$ cat src/rtl/fixed_point_pkg.sv
// Shared types and constant helpers for the fixed-point add/sub datapath.
// Latency: n/a (types and constant functions only).
// Backpressure: n/a.
package fixed_point_pkg;

  // Status flags produced alongside every result.
  typedef struct packed {
    logic carry;
    logic overflow;
    logic negative;
    logic zero;
  } fxp_flags_t;

  // Width of one carry-chain segment; N must divide evenly by STAGES.
  function automatic int seg_w(input int n, input int stages);
    return n / stages;
  endfunction

  // Largest positive two's-complement value of width n (0x7F..F).
  function automatic logic [63:0] fxp_max(input int n);
    return (64'd1 << (n - 1)) - 64'd1;
  endfunction

  // Most negative two's-complement value of width n (0x80..0).
  function automatic logic [63:0] fxp_min(input int n);
    return 64'd1 << (n - 1);
  endfunction

endpackage

$ cat src/rtl/fixed_point_addsub_pipe_cla.sv
// One combinational carry-lookahead segment of W bits: sum, carry-out, carry into the top bit.
// Latency: 0 cycles (purely combinational).
// Backpressure: none; the enclosing pipeline stage decides when the outputs are captured.
module cla_segment #(
  parameter int W = 4
) (
  input  logic [W-1:0] a,
  input  logic [W-1:0] b,
  input  logic         cin,
  output logic [W-1:0] sum,
  output logic         cout,
  output logic         c_msb
);
  logic [W-1:0] g;
  logic [W-1:0] p;
  logic [W:0]   c;
  logic         term;
  logic         pp;

  assign g = a & b;
  assign p = a ^ b;

  // Each carry is the flat lookahead sum-of-products over generate/propagate, not a ripple.
  always_comb begin
    c    = '0;
    term = 1'b0;
    pp   = 1'b0;
    c[0] = cin;
    for (int i = 0; i < W; i++) begin
      term = g[i];
      pp   = p[i];
      for (int j = i - 1; j >= 0; j--) begin
        term = term | (pp & g[j]);
        pp   = pp & p[j];
      end
      c[i+1] = term | (pp & cin);
    end
  end

  assign sum   = p ^ c[W-1:0];
  assign cout  = c[W];
  assign c_msb = c[W-1];

endmodule

$ cat src/rtl/fixed_point_addsub_pipe.sv
// Pipelined two's-complement add/sub; carry chain split into STAGES segments, one per stage.
// Latency: STAGES cycles (accepted at edge t, out_valid after edge t+STAGES-1).
// Backpressure: global stall; in_ready = !out_valid || out_ready, all stages hold when low.
// Optional: define FXP_ADDSUB_SATURATE_EN to clamp the result on signed overflow.
module fixed_point_addsub_pipe
  import fixed_point_pkg::*;
#(
  parameter int N      = 16,
  parameter int STAGES = 4
) (
  input  logic         clk,
  input  logic         rst,
  input  logic         in_valid,
  output logic         in_ready,
  input  logic [N-1:0] a,
  input  logic [N-1:0] b,
  input  logic         sub,
  input  logic         cin,
  output logic         out_valid,
  input  logic         out_ready,
  output logic [N-1:0] result,
  output logic         carry,
  output logic         overflow,
  output logic         negative,
  output logic         zero
);
  localparam int           SEG_W    = seg_w(N, STAGES);
  localparam logic [N-1:0] SEG_ONES = {N{1'b1}} >> (N - SEG_W);

`ifdef FXP_ADDSUB_SATURATE_EN
  localparam logic [63:0]  MAX64   = fxp_max(N);
  localparam logic [63:0]  MIN64   = fxp_min(N);
  localparam logic [N-1:0] SAT_MAX = MAX64[N-1:0];
  localparam logic [N-1:0] SAT_MIN = MIN64[N-1:0];
`endif

  logic adv;

  // Stage inputs: stage 0 sees the ports, stage k sees the registers of stage k-1.
  logic [N-1:0]     a_src   [STAGES];
  logic [N-1:0]     b_src   [STAGES];
  logic [N-1:0]     s_src   [STAGES];
  logic             c_src   [STAGES];
  logic             v_src   [STAGES];

  // Per-stage combinational results.
  logic [SEG_W-1:0] seg_sum  [STAGES];
  logic             seg_cout [STAGES];
  logic             seg_cmsb [STAGES];
  logic [N-1:0]     s_new    [STAGES];

  // Per-stage registers: operand skew, partial result, segment carry, valid.
  logic [N-1:0]     a_q [STAGES];
  logic [N-1:0]     b_q [STAGES];
  logic [N-1:0]     s_q [STAGES];
  logic             c_q [STAGES];
  logic             v_q [STAGES];

  // Final-stage output registers.
  logic [N-1:0]     sum_fin;
  logic [N-1:0]     res_fin;
  logic [N-1:0]     res_q;
  fxp_flags_t       flags_fin;
  fxp_flags_t       flags_q;

  assign out_valid = v_q[STAGES-1];
  assign adv       = !out_valid || out_ready;
  assign in_ready  = adv;

  // Subtract is folded in at entry: B is inverted and c0 forced to 1; cin is ignored.
  assign a_src[0] = a;
  assign b_src[0] = sub ? ~b : b;
  assign c_src[0] = sub ? 1'b1 : cin;
  assign s_src[0] = '0;
  assign v_src[0] = in_valid;

  for (genvar k = 0; k < STAGES; k++) begin : g_stage
    if (k > 0) begin : g_link
      assign a_src[k] = a_q[k-1];
      assign b_src[k] = b_q[k-1];
      assign s_src[k] = s_q[k-1];
      assign c_src[k] = c_q[k-1];
      assign v_src[k] = v_q[k-1];
    end

    cla_segment #(.W(SEG_W)) u_seg (
      .a    (a_src[k][k*SEG_W +: SEG_W]),
      .b    (b_src[k][k*SEG_W +: SEG_W]),
      .cin  (c_src[k]),
      .sum  (seg_sum[k]),
      .cout (seg_cout[k]),
      .c_msb(seg_cmsb[k])
    );

    // Drop this stage's finished segment into the partial result travelling with the op.
    assign s_new[k] = (s_src[k] & ~(SEG_ONES << (k*SEG_W)))
                    | (N'(seg_sum[k]) << (k*SEG_W));
  end

  assign sum_fin = s_new[STAGES-1];

  // Flags from the top segment; zero is taken on the value actually presented.
  always_comb begin
    flags_fin          = '0;
    flags_fin.carry    = seg_cout[STAGES-1];
    flags_fin.overflow = seg_cmsb[STAGES-1] ^ seg_cout[STAGES-1];
    flags_fin.negative = flags_fin.overflow ^ sum_fin[N-1];
    res_fin            = sum_fin;
`ifdef FXP_ADDSUB_SATURATE_EN
    if (flags_fin.overflow) begin
      res_fin = flags_fin.negative ? SAT_MIN : SAT_MAX;
    end
`endif
    flags_fin.zero     = (res_fin == '0);
  end

  // All stages advance together on adv; reset flushes every in-flight transaction.
  always_ff @(posedge clk) begin
    if (rst) begin
      for (int k = 0; k < STAGES; k++) begin
        a_q[k] <= '0;
        b_q[k] <= '0;
        s_q[k] <= '0;
        c_q[k] <= 1'b0;
        v_q[k] <= 1'b0;
      end
      res_q   <= '0;
      flags_q <= '0;
    end else if (adv) begin
      for (int k = 0; k < STAGES; k++) begin
        a_q[k] <= a_src[k];
        b_q[k] <= b_src[k];
        s_q[k] <= s_new[k];
        c_q[k] <= seg_cout[k];
        v_q[k] <= v_src[k];
      end
      res_q   <= res_fin;
      flags_q <= flags_fin;
    end
  end

  assign result   = res_q;
  assign carry    = flags_q.carry;
  assign overflow = flags_q.overflow;
  assign negative = flags_q.negative;
  assign zero     = flags_q.zero;

endmodule
$ cat config.mk
export PLATFORM = sky130hd
export DESIGN_NAME = fixed_point_addsub_pipe
export DESIGN_NICKNAME = d
export VERILOG_FILES = /design/src/rtl/fixed_point_pkg.sv /design/src/rtl/fixed_point_addsub_pipe_cla.sv /design/src/rtl/fixed_point_addsub_pipe.sv
export SDC_FILE = /design/constraint.sdc
export NUM_CORES = 1
export LEC_CHECK = 0
export BUFFER_PORTS_ARGS = -buffer_cell sky130_fd_sc_hd__buf_2
export CORE_UTILIZATION = 35
export DETAILED_ROUTE_END_ITERATION = 8
export PLACE_DENSITY = 0.51
export SLEW_MARGIN = 40
export SYNTH_ARGS = -nofsm -noshare
export SYNTH_HDL_FRONTEND = slang
export SYNTH_SLANG_ARGS = --single-unit
export TNS_END_PERCENT = 20
$ cat constraint.sdc
create_clock -name clk -period 4.15 [get_ports clk]
set_input_delay 0.6225 -clock clk [delete_from_list [all_inputs] [get_ports clk]]
set_output_delay 0.6225 -clock clk [all_outputs]
set_load 0.05 [all_outputs]
==> results.sh <==
export IMPL_grt_pass1_vias=2389
export IMPL_clk_pin_slew_ns=0.07
export IMPL_finalCritPeriodShare_pct=58.44
export IMPL_r2r_cells=7
export IMPL_synth_top_area_share_pct=54.20
export IMPL_vdd_drop_max_v=0.0002282
export IMPL_cp_end_kind="output port"
export IMPL_dieHeight_microns=113.8
export IMPL_drt_pass1_iter_count=4
export IMPL_grtUsageMet3_pct=2.922
export IMPL_holdBufCountCts=0
export IMPL_yosys_register_bits=99
export IMPL_place_gp_congestion=0.7529
export IMPL_slew_viol_final=0
export IMPL_nets=469
export IMPL_port_buffers=59
export IMPL_synth_area_sq_um=4377
export IMPL_dpl_cell_area_sq_um=4850
export IMPL_hold_viol_final=0
export IMPL_antenna_cells=0
export IMPL_dp_cells=568
export IMPL_ant_nets=0
export IMPL_grt_ovfl_total=0
export IMPL_seq_area_frac_synth_pct=63.35
export IMPL_finalNonFillerCells=584
export IMPL_cp_arrival_ns=1.80
export IMPL_yosysTopAreaCell="edfxtp_1"
export IMPL_grt_util_met2_pct=16.38
export IMPL_area_growth_pct=18.41
export IMPL_start_util_pct=36.14
export IMPL_cts_resized_gates=0
export IMPL_grt_use_total_pct=11.37
export IMPL_route_detailed_drc=0
export IMPL_fillers=1177
export IMPL_post_cts_setup_buffer_count=0
export IMPL_via_count=2590
export IMPL_fin_skew_ns=0.008113
export IMPL_synth_nets=411
export IMPL_top_usage_layer="met2"
export IMPL_syn_inst=353
export IMPL_power_density_nw_per_um2=446.4
export IMPL_finalSetupTns_ns=0
export IMPL_ys_types=39
export IMPL_ys_top_cells_by_area="edfxtp_1 (54%), dfxtp_1 (9.1%), and2_1 (7.6%)"
export IMPL_met1_usage_pct=16.26
export IMPL_regToRegStartpoint="v_q[0][3]$_DFFE_PP_"
export IMPL_cp_endpoint="in_ready"
export IMPL_pin_count=60
export IMPL_min_period_ns=2.425
export IMPL_synth_edff_count=79
export IMPL_drive_above_1_share_pct=21.63
export IMPL_power_leakage_nw=2.219
export IMPL_grt_max_degree=80
export IMPL_final_area_sq_um=5182
export IMPL_die_area_sq_um=12960
export IMPL_dpl_hpwl_microns=4608
export IMPL_core_area_sq_um=12110
export IMPL_cts_root_buf="clkbuf_16"
export IMPL_crit_required_ns=3.53
export IMPL_slew_headroom_pct=53.72
export IMPL_antenna_found_initial=0
export IMPL_die_w_microns=113.8
export IMPL_clock_path_buffers=2
export IMPL_status="completed"
export IMPL_cp_start_kind="register"
export IMPL_ys_warn_count=0
export IMPL_worst_pin_slew_ns=0.6942
export IMPL_cts_buffers=9
export IMPL_hp_class="register to register"
export IMPL_cts_tree="built"
export IMPL_syn_area_per_cell_sq_um=12.40
export IMPL_cp_startpoint="v_q[0][3]$_DFFE_PP_"
export IMPL_wire_per_inst_microns=11.66
export IMPL_fmax_ghz=0.4123
export IMPL_routed_via_density=4.435
export IMPL_grt_pass1_wl_microns=11440
export IMPL_maxCapViolCount=0
export IMPL_finalSetupViolCount=0
export IMPL_fp_row_count=40
export IMPL_synthFlopType="edfxtp_1"
export IMPL_clock_latency_ns=0.33
export IMPL_rsz0062_at_grt="false"
export IMPL_r2r_slack_ns=1.88
export IMPL_wirelength_microns=6808
export IMPL_drtIter0Drc=137
export IMPL_path_class="register to output port"
export IMPL_reg2reg_to="b_q[0][28]$_SDFFCE_PN0P_"
export IMPL_async_flop_share_pct=0
export IMPL_critPathMaxFanout=23
export IMPL_htree_levels=3
export IMPL_numClockSinks=99
==> synthesized netlist by cell type, types with 5 or more instances <==
master / count
nand2_1: 34
edfxtp_1: 79
and2_1: 53
xor2_1: 7
clkbuf_1: 11
a21oi_1: 22
buf_2: 5
nor2_1: 31
xnor2_1: 15
ha_1: 16
inv_1: 12
dfxtp_1: 20
==> stage by stage <==
step                      power, mW  setup WS [ns]  utilization (%)  hold WS [ns]
after floorplan               1.365         0.8680                -        0.4967
after global placement        1.431          1.464            40.01        0.4398
after detailed placement      1.434          1.505            40.04        0.4431
after CTS                     2.341          1.702            42.77        0.4513
after global routing          2.415          1.619            42.79        0.4692
final                         2.314          1.725            42.79        0.4445
==> state kept, by name, summed over array words and instances, names as in the netlist <==
signal,count
a_q,24
b_q,24
c_q,3
carry,1
negative,1
overflow,1
result,16
s_q,24
v_q,4
zero,1
==> how the worst min path moves through the flow <==
stage / from / endpoint / slack [ns] / depth (start not counted)
2_1_floorplan: a_q[0][8]$_SDFFCE_PN0P_ / a_q[0][24]$_SDFFCE_PN0P_ / 0.50 / 1
3_3_place_gp: result[5]$_SDFFE_PP0N_ / result[5]$_SDFFE_PP0N_ / 0.44 / 2
6_report: result[10]$_SDFFE_PP0N_ / result[10]$_SDFFE_PP0N_ / 0.44 / 2
5_1_grt: result[10]$_SDFFE_PP0N_ / result[10]$_SDFFE_PP0N_ / 0.47 / 2
4_1_cts: result[10]$_SDFFE_PP0N_ / result[10]$_SDFFE_PP0N_ / 0.45 / 2
3_5_place_dp: result[10]$_SDFFE_PP0N_ / result[10]$_SDFFE_PP0N_ / 0.44 / 2
==> power breakdown <==
| part | internal [mW] | switching, mW |
|---|---|---|
| logic | 0.0979 | 0.137 |
| clock network | 0.539 | 0.367 |
| registers | 1.15 | 0.0257 |
==> area by class of cell <==
| cell class | instances | area (sq um) | area share, % |
|---|---|---|---|
| Multi-Input combinational cell | 226 | 1495 | 28.85 |
| Clock inverter | 7 | 105.1 | 2.028 |
| Clock buffer | 9 | 225.2 | 4.346 |
| Tap cell | 168 | 210.2 | 4.056 |
| Timing Repair Buffer | 63 | 329.1 | 6.350 |
| Inverter | 12 | 45.04 | 0.8691 |
| Sequential cell | 99 | 2773 | 53.50 |
==> worst max-delay path, cell delays in order, from the launching register on <==
cell and delay (ns):
edfxtp_1 0.37, nor2b_2 0.16, buf_4 0.21, inv_1 0.18, buf_4 0.24, buf_2 0.30
==> per-layer routing <==
layer	vias up	wire, microns
met1	1164	3563
met5	-	0
met4	0	99
met3	7	369
met2	86	2775
li1	1333	-
==> cells by family (layout without fill, tap and decap cells) <==
logic type	count (synthesis)	in the layout	share of synthesized area (%)
xor+xnor	22	22	4.403
mux	2	2	0.4574
buf+inv	28	91	2.544
compound gates	44	44	6.747
simple gates	138	138	16.10
flops	99	99	63.35
fa+ha+maj	20	20	6.404
==> cell usage in the layout, fill, tap and decap left out, types with 2 or more instances in the layout <==
cell type | synthesis | layout
a21o_1 | 4 | 4
xnor2_1 | 15 | 15
nor3_1 | 4 | 4
xor2_1 | 7 | 7
o21ai_0 | 3 | 3
inv_1 | 12 | 11
ha_1 | 16 | 16
nand2_1 | 34 | 34
a211o_1 | 2 | 2
a21oi_1 | 22 | 22
buf_2 | 5 | 59
o41a_1 | 2 | 2
nand3_1 | 3 | 3
dfxtp_1 | 20 | 20
fa_1 | 4 | 4
mux2i_1 | 2 | 2
inv_6 | 0 | 3
clkbuf_16 | 0 | 9
buf_4 | 0 | 3
or3_1 | 3 | 3
o21a_1 | 4 | 4
bufinv_16 | 0 | 2
nor2_1 | 31 | 31
edfxtp_1 | 79 | 79
and2_1 | 53 | 53
(Power assumes the default switching activity.)
